===== config.mk =====
export PLATFORM = sky130hd
export DESIGN_NAME = gbc_cartridge_bridge
export DESIGN_NICKNAME = d
export VERILOG_FILES = /design/src/rtl/gbc_cartridge_bridge.sv
export SDC_FILE = /design/constraint.sdc
export NUM_CORES = 1
export LEC_CHECK = 0
export ABC_AREA = 0
export CAP_MARGIN = 15
export CORE_ASPECT_RATIO = 0.6
export CORE_UTILIZATION = 41
export CTS_CLUSTER_DIAMETER = 120
export DETAILED_ROUTE_END_ITERATION = 12
export PLACE_DENSITY = 0.68
export SLEW_MARGIN = 20
export SYNTH_ARGS = -nofsm -noshare
export SYNTH_HDL_FRONTEND = slang
export SYNTH_SLANG_ARGS = --single-unit
export TNS_END_PERCENT = 1

===== constraint.sdc =====
create_clock -name Clk -period 6 [get_ports Clk]
set_input_delay 1.2 -clock Clk [delete_from_list [all_inputs] [get_ports Clk]]
set_output_delay 1.2 -clock Clk [all_outputs]
set_load 0.02 [all_outputs]

===== src/rtl/gbc_cartridge_bridge.sv =====
// GamePak bridge: probes the cartridge header checksum after reset, then
// routes bus accesses either to the physical GamePak (fixed wait-state
// strobes) or to an internal mapper (handshaked forward).
module gbc_cartridge_bridge #(
  parameter int AddrWidth     = 16,
  parameter int DataWidth     = 8,
  parameter int PakWaitStates = 3,
  parameter int PowerDown     = 1
) (
  input  logic                 Clk,
  input  logic                 Reset,
  input  logic                 ClkEn,
  // initiator bus
  input  logic                 BusAccess,
  input  logic                 BusWrite,
  input  logic [AddrWidth-1:0] BusAddress,
  input  logic [DataWidth-1:0] BusDToTarget,
  output logic [DataWidth-1:0] BusDToInitiator,
  output logic                 BusReady,
  output logic                 BusDataReady,
  // mapper
  output logic                 MapAccess,
  output logic                 MapWrite,
  output logic [AddrWidth-1:0] MapAddress,
  output logic [DataWidth-1:0] MapDToTarget,
  input  logic [DataWidth-1:0] MapDToInitiator,
  input  logic                 MapReady,
  input  logic                 MapDataReady,
  // GamePak
  output logic                 PakCS,
  output logic                 PakRead,
  output logic                 PakWrite,
  output logic [AddrWidth-1:0] PakAddress,
  output logic [DataWidth-1:0] PakDToPak,
  input  logic [DataWidth-1:0] PakDFromPak,
  output logic                 PakReset,
  // status
  output logic                 UseCartridge,
  output logic                 ProbeDone,
  input  logic                 ForceMapper
);

  localparam logic [2:0] S_PROBE_INIT  = 3'd0;
  localparam logic [2:0] S_PROBE_RD    = 3'd1;
  localparam logic [2:0] S_PROBE_WAIT  = 3'd2;
  localparam logic [2:0] S_PROBE_CHECK = 3'd3;
  localparam logic [2:0] S_IDLE        = 3'd4;
  localparam logic [2:0] S_PAK_RD      = 3'd5;
  localparam logic [2:0] S_PAK_WR      = 3'd6;
  localparam logic [2:0] S_MAP_FWD     = 3'd7;

  localparam logic [3:0]           WaitLoad   = 4'(PakWaitStates);
  // header bytes 0x0134..0x014C feed the checksum, 0x014D holds it
  localparam logic [AddrWidth-1:0] ProbeFirst = AddrWidth'(16'h0134);
  localparam logic [AddrWidth-1:0] ProbeLast  = AddrWidth'(16'h014D);

  logic [2:0]           state_q, state_d;
  logic [7:0]           acc_q, acc_d;
  logic [3:0]           cnt_q, cnt_d;
  logic [AddrWidth-1:0] probe_addr_q, probe_addr_d;
  logic [7:0]           sample_q, sample_d;
  logic                 use_cart_q, use_cart_d;
  logic                 probe_done_q, probe_done_d;
  logic [DataWidth-1:0] bus_rdata_q, bus_rdata_d;
  logic                 bus_drdy_q, bus_drdy_d;
  logic                 map_acc_q, map_acc_d;
  logic                 map_wr_q, map_wr_d;
  logic [AddrWidth-1:0] map_addr_q, map_addr_d;
  logic [DataWidth-1:0] map_wdata_q, map_wdata_d;
  logic                 pak_cs_q, pak_cs_d;
  logic                 pak_rd_q, pak_rd_d;
  logic                 pak_wr_q, pak_wr_d;
  logic [AddrWidth-1:0] pak_addr_q, pak_addr_d;
  logic [DataWidth-1:0] pak_wdata_q, pak_wdata_d;
  logic                 pak_reset_q;
  logic                 wait_done;
  logic                 pak_off;

  // the wait counter hits zero on this enabled edge
  assign wait_done = (cnt_q == 4'd1);

  // Next-state and datapath decode for the probe / routing FSM
  always_comb begin
    state_d      = state_q;
    acc_d        = acc_q;
    cnt_d        = cnt_q;
    probe_addr_d = probe_addr_q;
    sample_d     = sample_q;
    use_cart_d   = use_cart_q;
    probe_done_d = probe_done_q;
    bus_rdata_d  = bus_rdata_q;
    bus_drdy_d   = 1'b0;
    map_acc_d    = 1'b0;
    map_wr_d     = map_wr_q;
    map_addr_d   = map_addr_q;
    map_wdata_d  = map_wdata_q;
    pak_cs_d     = pak_cs_q;
    pak_rd_d     = pak_rd_q;
    pak_wr_d     = pak_wr_q;
    pak_addr_d   = pak_addr_q;
    pak_wdata_d  = pak_wdata_q;
    case (state_q)
      S_PROBE_INIT: begin
        if (ForceMapper) begin
          use_cart_d   = 1'b0;
          probe_done_d = 1'b1;
          state_d      = S_IDLE;
        end else begin
          acc_d        = 8'd0;
          probe_addr_d = ProbeFirst;
          state_d      = S_PROBE_RD;
        end
      end
      S_PROBE_RD: begin
        pak_cs_d   = 1'b1;
        pak_rd_d   = 1'b1;
        pak_addr_d = probe_addr_q;
        cnt_d      = WaitLoad;
        state_d    = S_PROBE_WAIT;
      end
      S_PROBE_WAIT: begin
        cnt_d = cnt_q - 4'd1;
        if (wait_done) begin
          // drop the strobe between header reads so each byte is a fresh read
          pak_cs_d = 1'b0;
          pak_rd_d = 1'b0;
          if (probe_addr_q == ProbeLast) begin
            sample_d = PakDFromPak[7:0];
            state_d  = S_PROBE_CHECK;
          end else begin
            acc_d        = acc_q - PakDFromPak[7:0] - 8'd1;
            probe_addr_d = probe_addr_q + AddrWidth'(1);
            state_d      = S_PROBE_RD;
          end
        end
      end
      S_PROBE_CHECK: begin
        use_cart_d   = (sample_q == acc_q);
        probe_done_d = 1'b1;
        state_d      = S_IDLE;
      end
      S_IDLE: begin
        if (BusAccess) begin
          if (use_cart_q) begin
            pak_cs_d   = 1'b1;
            pak_addr_d = BusAddress;
            cnt_d      = WaitLoad;
            if (BusWrite) begin
              pak_wr_d    = 1'b1;
              pak_wdata_d = BusDToTarget;
              state_d     = S_PAK_WR;
            end else begin
              pak_rd_d = 1'b1;
              state_d  = S_PAK_RD;
            end
          end else begin
            map_acc_d   = 1'b1;
            map_wr_d    = BusWrite;
            map_addr_d  = BusAddress;
            map_wdata_d = BusDToTarget;
            state_d     = S_MAP_FWD;
          end
        end
      end
      S_PAK_RD: begin
        cnt_d = cnt_q - 4'd1;
        if (wait_done) begin
          bus_rdata_d = PakDFromPak;
          bus_drdy_d  = 1'b1;
          pak_cs_d    = 1'b0;
          pak_rd_d    = 1'b0;
          state_d     = S_IDLE;
        end
      end
      S_PAK_WR: begin
        cnt_d = cnt_q - 4'd1;
        if (wait_done) begin
          pak_cs_d = 1'b0;
          pak_wr_d = 1'b0;
          state_d  = S_IDLE;
        end
      end
      S_MAP_FWD: begin
        // writes complete on MapReady, reads on MapDataReady
        if (map_wr_q ? MapReady : MapDataReady) begin
          if (!map_wr_q) begin
            bus_rdata_d = MapDToInitiator;
            bus_drdy_d  = 1'b1;
          end
          state_d = S_IDLE;
        end
      end
      default: state_d = S_PROBE_INIT;
    endcase
  end

  // Control and pin registers: reset overrides ClkEn, otherwise advance on enable
  always_ff @(posedge Clk) begin
    if (Reset) begin
      state_q      <= S_PROBE_INIT;
      acc_q        <= 8'd0;
      cnt_q        <= 4'd0;
      use_cart_q   <= 1'b0;
      probe_done_q <= 1'b0;
      bus_rdata_q  <= '0;
      bus_drdy_q   <= 1'b0;
      map_acc_q    <= 1'b0;
      pak_cs_q     <= 1'b0;
      pak_rd_q     <= 1'b0;
      pak_wr_q     <= 1'b0;
      pak_addr_q   <= '0;
      pak_wdata_q  <= '0;
    end else if (ClkEn) begin
      state_q      <= state_d;
      acc_q        <= acc_d;
      cnt_q        <= cnt_d;
      use_cart_q   <= use_cart_d;
      probe_done_q <= probe_done_d;
      bus_rdata_q  <= bus_rdata_d;
      bus_drdy_q   <= bus_drdy_d;
      map_acc_q    <= map_acc_d;
      pak_cs_q     <= pak_cs_d;
      pak_rd_q     <= pak_rd_d;
      pak_wr_q     <= pak_wr_d;
      pak_addr_q   <= pak_addr_d;
      pak_wdata_q  <= pak_wdata_d;
    end
  end

  // Data-only registers: always written before being consumed, so no reset
  always_ff @(posedge Clk) begin
    if (ClkEn) begin
      probe_addr_q <= probe_addr_d;
      sample_q     <= sample_d;
      map_wr_q     <= map_wr_d;
      map_addr_q   <= map_addr_d;
      map_wdata_q  <= map_wdata_d;
    end
  end

  // Cartridge reset follows system reset one clock later, independent of ClkEn
  always_ff @(posedge Clk) begin
    pak_reset_q <= Reset;
  end

  // once the probe has rejected the cartridge, park every GamePak pin low
  assign pak_off = (PowerDown != 0) && probe_done_q && !use_cart_q;

  assign BusReady        = (state_q == S_IDLE);
  assign BusDataReady    = bus_drdy_q;
  assign BusDToInitiator = bus_rdata_q;
  assign MapAccess       = map_acc_q;
  assign MapWrite        = map_wr_q;
  assign MapAddress      = map_addr_q;
  assign MapDToTarget    = map_wdata_q;
  assign PakCS           = pak_cs_q & ~pak_off;
  assign PakRead         = pak_rd_q & ~pak_off;
  assign PakWrite        = pak_wr_q & ~pak_off;
  assign PakAddress      = pak_off ? '0 : pak_addr_q;
  assign PakDToPak       = pak_off ? '0 : pak_wdata_q;
  assign PakReset        = pak_reset_q;
  assign UseCartridge    = use_cart_q;
  assign ProbeDone       = probe_done_q;

endmodule


==> metrics list, run 1 <==
- Arrival @ worst endpoint: 2.41 ns
- In this run the worst hold path is classified as reg2reg.
* Critical path fanouts, max: 27
- The share of total power dissipated in combinational logic is 0.147.
* Final HPWL from detailed placement: 9020 um
- In the final layout, the share of cells above drive strength 1 is 0.0417.
* Overflow left after global routing: 0
- Internal power comes to 1.25 mW.
- Final Worst Setup Slack: ~2.4 ns
- In this run the tool buffered the top-level ports with between 100 and 150 buffer cells.
- Dominant delay contributor by cell family on the critical path: simple AND/OR/NAND/NOR gates
- Routed length per instance: 16.1 um
- Gate count of the mapped netlist: 491
* Period minus WS final: between 3 and 4 ns
- The tool flagged a number of max-cap violations equal to 0.
- In the global route stage, met3 resource usage came out at 0.0539.
- The share of the Yosys chip area taken by registers is 0.522.
- The H-tree generated during clock tree synthesis spans 3 levels.
- Critical path, cell by cell: nand2b_1, and2_1, clkdlybuf4s50_1
* Clock slew seen by the registers of the worst setup and hold paths: ~0.070 ns
- Total number of clock tree sinks: 104
- The core region is 11500 um2.
* Clock root buffer: sky130_fd_sc_hd__clkbuf_16
* Count of warnings emitted by yosys: 0
- Post-route core utilization: 0.567
- Data on the critical path is required at its endpoint by between 4 and 5 ns.
- Status: complete, no violations
* Depth of the worst register-to-register path: 5
- Start point of the worst hold path: pak_cs_q
* RD Place Congestion: roughly 0.84
- IO Pins: about 110
* Number of enable flip-flop cells after synthesis: 49
- Post-route setup TNS: 0 ns
- Placement Rows: 30
- In the global route stage, met2 resource usage came out at 0.290.
- Most area-hungry cell type in the Yosys netlist: sky130_fd_sc_hd__edfxtp_1
- Vias in the first global route: 3705
- Relative contribution of the clock network to total power: 0.370
* Number of synthesized register bits: about 100
* Cells taking the most area after synthesis: sky130_fd_sc_hd__edfxtp_1, sky130_fd_sc_hd__dfxtp_1, sky130_fd_sc_hd__mux2i_1
- Number of endpoints with negative hold slack in the final report: 0
* Number of DRC markers in iteration 0: slightly above 300
- Prior to clock tree synthesis, the placed netlist has a worst setup slack of approximately 2.3 ns.
* WHS Path Cells: 2
- Via count of the routed design: ~4000
* CP bufs+invs: 1
- Summing all multi-input logic gate instances after layout gives 2180 um2.
- For this run, global-route usage on met1 was measured as 0.308.
- Nature of the critical path endpoint: output port
* Final wirelength: 12300 um
* Highest-delay cell along the critical path: sky130_fd_sc_hd__nand2b_1
- Count of different cell masters after synthesis: 43
* Number of endpoints failing setup at the final stage: 0
- In the final layout, flip-flops and latches occupy 2570 um2.
- The die covers 12500 um2.
- Die Y: 86.9 um
- The area growth from synthesis to layout is 32.1%.
* Rel. slew slack: 0.333
* Dominant register cell in the synthesized netlist: sky130_fd_sc_hd__dfxtp_1
- Antenna violations before repair: 1
- Proportion of netlist area held by the largest area contributor: 0.299
- In the routed layout, each cell is associated on average with a via count of around 5.3.
- After synthesis the cells add up to 4930 um2.
* Terminus of the critical flop-to-flop path: MapAddress[8]
- Power spread over the standard cell area amounts to 257 nW/um2.
* Pin slew with the least headroom to its limit: 0.996 ns
* Worst hold margin: 0.481 ns
- Clock Skews: 0.0121 ns
- Busiest layer in global routing: met1
- The share of total power dissipated in sequential elements is 0.483.
- Entering global routing, the biggest net connects 58 pins.
* Maximum single-stage delay on the critical path: about 0.64 ns
- Initial Util: 0.429
* Reg-to-reg slack, setup: between 3 and 4 ns
- Buffers inserted to repair hold after CTS numbered 0.
- The number of setup buffers added after CTS is 0.
- The final layout contains 654 nets.
- TritonCTS Buffers: 9
- The first TritonRoute pass finished after 5 iterations.
- Start of the worst register-to-register path: state_q[2]
- Sorting the synthesized cells by how often they occur yields sky130_fd_sc_hd__dfxtp_1, sky130_fd_sc_hd__nor2_1, sky130_fd_sc_hd__edfxtp_1, sky130_fd_sc_hd__nand2_1, sky130_fd_sc_hd__a21oi_1.
* Number of cells upsized or downsized after cts: 0
* Final Slew Violations: 0
* Most frequently used cell type in the post-synthesis netlist: sky130_fd_sc_hd__dfxtp_1
* Worst setup SP type: flop
- Global-route wire length before repair: 19500 um
- Maximum clock frequency: 277 MHz
- For hold timing, the worst endpoint is pak_cs_q.
- TritonCTS built the clock tree.
- Counting along the longest clock path gives a buffer depth of 2.
- Insertion delay to the later sink of the worst-skew pair: ~0.35 ns
- Total net switching power: 0.424 mW
* Maximum resistive drop on vdd: 0.128 mV
* Setup repair after global routing missed its margin: false
* Kind of critical path: reg2out
- GRT Overall Usage: 0.206
- After detailed routing, the number of remaining DRC violations is 0.
- After layout, the design draws a total of 1.68 mW.
* Post-Syn Area per Cell: 10.0 um2
- Crit path from: UseCartridge
- Final antenna-violating net count: 0
- The analysis attributes to cell leakage a power of ~2.3 nW.
- Of the total power, the share spent switching nets is 0.253.
* Post-Synthesis Net Count: 551
- Count of filler cells inserted in the layout: 1008
- Fraction of synthesis flops using an asynchronous set or reset pin: 0
- In the finished design, the share of the clock period the worst path needs comes to 0.602.
* Horiz. Die Dim: 144 um
-- registers in the layout (all words and copies together) (netlist names), 3 cells and up --
register	flops
BusDToInitiator	8
MapAddress	16
MapDToTarget	8
acc_q	8
cnt_q	4
pak_addr_q	16
pak_wdata_q	8
probe_addr_q	16
sample_q	8
state_q	3
-- routing by layer --
| metal | routed length [um] | vias up |
|---|---|---|
| met5 | 0 | - |
| met4 | 126 | 0 |
| met3 | 925 | 9 |
| met2 | 4940 | 146 |
| met1 | 6260 | 1897 |
| li1 | - | 1970 |
-- per-stage QoR --
| step | cell area [um2] | instances |
|---|---|---|
| 3_3_place_gp | 6190 | 743 |
| 2_1_floorplan | 4930 | 491 |
| 3_5_place_dp | 6190 | 743 |
| 6_report | 6510 | 760 |
| 5_1_grt | 6510 | 759 |
| 4_1_cts | 6500 | 759 |
-- worst register-to-register path: cells and delay by family, from the launching register on --
kind,cells,cell delay [ns]
buf+inv,2,0.72
simple gates,3,1.39
flops,1,0.56
-- cell type report --
class | instances | share of cell area
sequential | 104 | 0.395
multi-input combinational | 340 | 0.335
timing repair buffer | 116 | 0.177
clock buffer | 10 | 0.0352
tap | 160 | 0.0308
inverter | 23 | 0.0133
clock inverter | 6 | 0.0131
antenna | 1 | 0.000384
-- how the worst max path moves through the flow --
stage | end | slack, ns | depth (start not counted)
2_1_floorplan | MapAddress[0] | 2.23 | 2
3_3_place_gp | acc_q[3] | 2.43 | 7
3_5_place_dp | acc_q[3] | 2.34 | 7
4_1_cts | PakAddress[15] | 2.34 | 3
5_1_grt | PakAddress[15] | 2.22 | 3
6_report | PakAddress[15] | 2.39 | 3
-- cells by family after synthesis --
family | after synthesis | synth area share
flops | 104 | 0.522
mux | 27 | 0.0551
xor+xnor | 21 | 0.0373
compound gates | 104 | 0.135
buf+inv | 47 | 0.0376
fa+ha+maj | 12 | 0.0320
simple gates | 176 | 0.181
-- placed cells by master, fill, tap and decap left out, types with 2 or more instances in the layout --
cell type                         count
sky130_fd_sc_hd__a211oi_1            29
sky130_fd_sc_hd__a21o_1               3
sky130_fd_sc_hd__a21oi_1             30
sky130_fd_sc_hd__a221oi_1             2
sky130_fd_sc_hd__a31oi_1              2
sky130_fd_sc_hd__and2_1              29
sky130_fd_sc_hd__and3_1               5
sky130_fd_sc_hd__buf_4                4
sky130_fd_sc_hd__bufinv_16            2
sky130_fd_sc_hd__clkbuf_16            9
sky130_fd_sc_hd__clkdlybuf4s50_1    112
sky130_fd_sc_hd__dfxtp_1             55
sky130_fd_sc_hd__edfxtp_1            49
sky130_fd_sc_hd__ha_1                11
sky130_fd_sc_hd__inv_1               23
sky130_fd_sc_hd__mux2i_1             26
sky130_fd_sc_hd__nand2_1             31
sky130_fd_sc_hd__nand2b_1             5
sky130_fd_sc_hd__nand3_1             13
sky130_fd_sc_hd__nand3b_1             2
sky130_fd_sc_hd__nand4_1              6
sky130_fd_sc_hd__nor2_1              50
sky130_fd_sc_hd__nor2b_1              6
sky130_fd_sc_hd__nor3_1               7
sky130_fd_sc_hd__nor3b_1              3
sky130_fd_sc_hd__nor3b_2              2
sky130_fd_sc_hd__nor4_1               4
sky130_fd_sc_hd__o211ai_1             3
sky130_fd_sc_hd__o21ai_0             24
sky130_fd_sc_hd__o21bai_1             3
sky130_fd_sc_hd__or2_2                2
sky130_fd_sc_hd__or3_1                8
sky130_fd_sc_hd__xnor2_1             13
sky130_fd_sc_hd__xor2_1               8
-- power by group through the flow --
stage / Sequential, mW / Clock (mW) / Combinational [mW]
after CTS: 0.809 / 0.629 / 0.246
final: 0.810 / 0.620 / 0.246
after detailed placement: 0.825 / 0 / 0.244
after floorplan: 0.815 / 0 / 0.149
after global routing: 0.814 / 0.654 / 0.269
after global placement: 0.823 / 0 / 0.239
No activity file was read; power rests on OpenSTA's default activity.
==> run 2: changes to the inputs <==
--- a/config.mk
+++ b/config.mk
@@ -11,7 +11,7 @@
 export CORE_UTILIZATION = 41
 export CTS_CLUSTER_DIAMETER = 120
 export DETAILED_ROUTE_END_ITERATION = 12
-export PLACE_DENSITY = 0.68
+export PLACE_DENSITY = 0.7
 export SLEW_MARGIN = 20
 export SYNTH_ARGS = -nofsm -noshare
 export SYNTH_HDL_FRONTEND = slang
==> constraint.sdc (replaced) <==
create_clock -name Clk -period 3.2 [get_ports Clk]
set_input_delay 0.64 -clock Clk [delete_from_list [all_inputs] [get_ports Clk]]
set_output_delay 0.64 -clock Clk [all_outputs]
set_load 0.02 [all_outputs]
==> run 2 against run 1 <==
  * Routed wire length is 0.86% higher
  * Critical path depth is 1 higher
  * Register-to-register slack worse by 2.4 ns
  * Total power is 98% higher
  * Clock-buffer cell count stayed put
  * First-iteration DRC count is 15% lower
  * Cell area is 1.4% higher
  * Utilization is 0.81 points higher
  * Sequential cell count stayed put
  * Critical path type unchanged
  * Critical endpoint unchanged
  * Largest cell class unchanged
  * Highest routed layer unchanged
==> metrics list, run 2 (synthesized netlist as in run 1, its figures left out) <==
- In this run the most critical hold path is launched from pak_wdata_q[3].
- For hold timing, the worst endpoint is pak_wdata_q[3].
- The number of antenna repair diodes was 0 (-1).
- Total number of clock tree sinks: 104 (unchanged)
* Critical path fanouts, max: 27 (unchanged)
- Power density over the cells: 502 nW/um2 (+95%)
- Buffer levels on the longest clock path: 2 (unchanged)
* Most frequent standard cell in the layout excluding fill and tap cells: sky130_fd_sc_hd__clkdlybuf4s50_1
- Full die area: 12500 um2 (unchanged)
- Global-route wire length before repair: 19400 um (about the same)
- The number of cells traversed by the worst register-to-register path came to 9 (+4).
* Number of endpoints failing setup at the final stage: 0 (unchanged)
- The transition time at the pin with the least slew margin is 0.772 ns (-0.224 ns).
* Post-route design area: 6600 um2 (+1.4%)
- The total length of routed wires came to 12400 um (+0.86%).
* WHS Path Cells: 2 (unchanged)
- Worst hold margin: 0.477 ns (-0.00480 ns)
- The layout filler cell count came to 1000 (-0.79%).
* Terminus of the critical flop-to-flop path: acc_q[4]
- Die Y: 86.9 um (unchanged)
* Count of port buffers added during placement: 113 (unchanged)
- The reg-to-reg setup timing slack is 0.63 ns (-2.41 ns).
- Setup repair after global routing left no endpoint under its margin.
- CP bufs+invs: 2 (+1)
- The final cell utilization of the core is 0.575 (+0.00806).
- In this run the clock root is driven by a sky130_fd_sc_hd__clkbuf_16.
* Via count of the routed design: 3962 (-1.5%)
- The via count of the first global-routing pass came to 3727 (+0.59%).
- Nature of the critical path endpoint: output port
* Largest net degree at the start of global routing: 40 (-31%)
- Compared with the post-synthesis result, the final layout area differs by 33.9%.
- Final Slew Violations: 0 (unchanged)
* Worst setup SP type: flop
- The number of cell rows is 30 (unchanged).
* IO Pins: 114 (unchanged)
- Status: complete, no violations
* Maximum resistive drop on vdd: 0.295 mV (+130%)
- Routed length per instance: 16.2 um (+0.21%)
- The required time reported for the critical path endpoint came to 2.56 ns (-2.24 ns).
- The worst path in the final design needs a cycle of 2.74 ns, including I/O delays and setup.
* Rel. slew slack: 0.486 (+0.152)
* Overflow left after global routing: 0 (unchanged)
- TritonCTS Buffers: 9 (unchanged)
- The number of gates given a new drive strength after cts is 0 (unchanged).
- Antenna violations before repair: 0 (-1)
* Routed via count divided by cell count: 5.18 (-2.1%)
- The critical path goes through nand2b_1, buf_4, and2_1, clkdlybuf4s50_1.
- Insertion delay to the later sink of the worst-skew pair: 0.36 ns (about the same)
- Dominant delay contributor by cell family on the critical path: buffers and inverters
* Leakage power of the design: 2.34 nW (+2.3%)
- The total global routing track utilization was 0.205 (-0.000983).
- The total count of hold-check failures in the final report is 0 (unchanged).
- The top cell types in the final layout, fill and taps aside, are sky130_fd_sc_hd__clkdlybuf4s50_1, sky130_fd_sc_hd__dfxtp_1, sky130_fd_sc_hd__nor2_1, sky130_fd_sc_hd__edfxtp_1, sky130_fd_sc_hd__nand2_1.
- The clock slew at the register clock pins of the worst setup and hold paths came to 0.07 ns (about the same).
* Final layout net count: 660 (+0.92%)
- The last weighted congestion value of the routability-driven placer is 0.844 (about the same).
- Total core area: 11500 um2 (unchanged)
- Clock Skews: 0.0115 ns (-0.000611 ns)
- Final HPWL from detailed placement: 9250 um (+2.6%)
* Number of DRC markers in iteration 0: 262 (-15%)
- The initial core utilization is 0.429 (unchanged).
- The min-delay analysis places its worst path in the category reg2reg.
- Maximum single-stage delay on the critical path: 0.61 ns (-0.03 ns)
- # hold bufs at CTS: 0 (unchanged)
- Share of cells above drive strength 1: 0.0496 (+0.00785)
- Arrival @ worst endpoint: 2.10 ns (-0.31 ns)
* Horiz. Die Dim: 144 um (unchanged)
* Final routed DRC violation total: 0 (unchanged)
- TritonCTS built the clock tree.
- Placed instance area: 6240 um2 (+0.83%)
- Post-route setup TNS: 0 ns (unchanged)
* Setup Fix Bufs, Post-CTS: 0 (unchanged)
- The count of TritonRoute iterations in the first routing pass came to 5 (unchanged).
- Timing would allow up to 365 MHz.
- Start of the worst register-to-register path: cnt_q[1]
- Total Power: 3.32 mW (+98%)
* Part of the cycle the worst path needs: 0.856
- Max Cap Violations: 0 (unchanged)
- For this design, the slowest cell found on the critical path is sky130_fd_sc_hd__clkdlybuf4s50_1.
- # H-tree levels: 3 (unchanged)
- Final antenna-violating net count: 0 (unchanged)
* Kind of critical path: reg2out
-- run 2: cell types whose count changed in the layout (fill, tap and decap cells not counted), sizes merged --
cell	delta
buf	+6
bufinv	+2
clkinv	-1
clkinvlp	-1
diode	-1
-- run 2: area by class of cell --
class / instances / area, um2 / share of cell area
clock buffers: 10 / 229 / 0.0347
well taps: 160 / 200 / 0.0303
repair buffers: 122 / 1190 / 0.181
clock inverters: 6 / 133 / 0.0201
flip-flops and latches: 104 / 2570 / 0.390
multi-input cells: 340 / 2190 / 0.331
inverters: 23 / 86.3 / 0.0131
-- run 2: metrics by stage --
stage / instances / setup slack [ns]
6_report: 765 / 0.460
5_1_grt: 765 / 0.344
4_1_cts: 765 / 0.448
3_5_place_dp: 749 / 0.373
3_3_place_gp: 749 / 0.487
2_1_floorplan: 491 / 0.559
-- run 2: metal layers --
metal  global-route usage  vias up  wire length (um)
li1                     -     1976                 -
met1                0.297     1846              6250
met2                0.303      131              5190
met3               0.0577        9               842
met4               0.0416        0                91
met5                    0        -                 0
-- run 2: tightest hold or removal path, cell delays in order, from the launching register on --
cell,delay [ns]
sky130_fd_sc_hd__dfxtp_1,0.31
sky130_fd_sc_hd__o21ai_0,0.06
sky130_fd_sc_hd__a21oi_1,0.06
-- run 2: where the power goes --
| group | switching, mW | internal [mW] | total [mW] | leakage (nW) |
|---|---|---|---|---|
| Clock | 0.489 | 0.843 | 1.33 | 0.174 |
| Combinational | 0.252 | 0.214 | 0.466 | 1.28 |
| Sequential | 0.0640 | 1.45 | 1.52 | 0.885 |
-- run 2: how the worst max path moves through the flow --
stage	startpoint	endpoint	cells past startpoint
2_1_floorplan	state_q[2]	MapAddress[0]	5
3_3_place_gp	ClkEn	acc_q[3]	8
3_5_place_dp	ClkEn	acc_q[4]	8
4_1_cts	UseCartridge	PakAddress[15]	4
5_1_grt	UseCartridge	PakAddress[15]	4
6_report	UseCartridge	PakAddress[15]	4
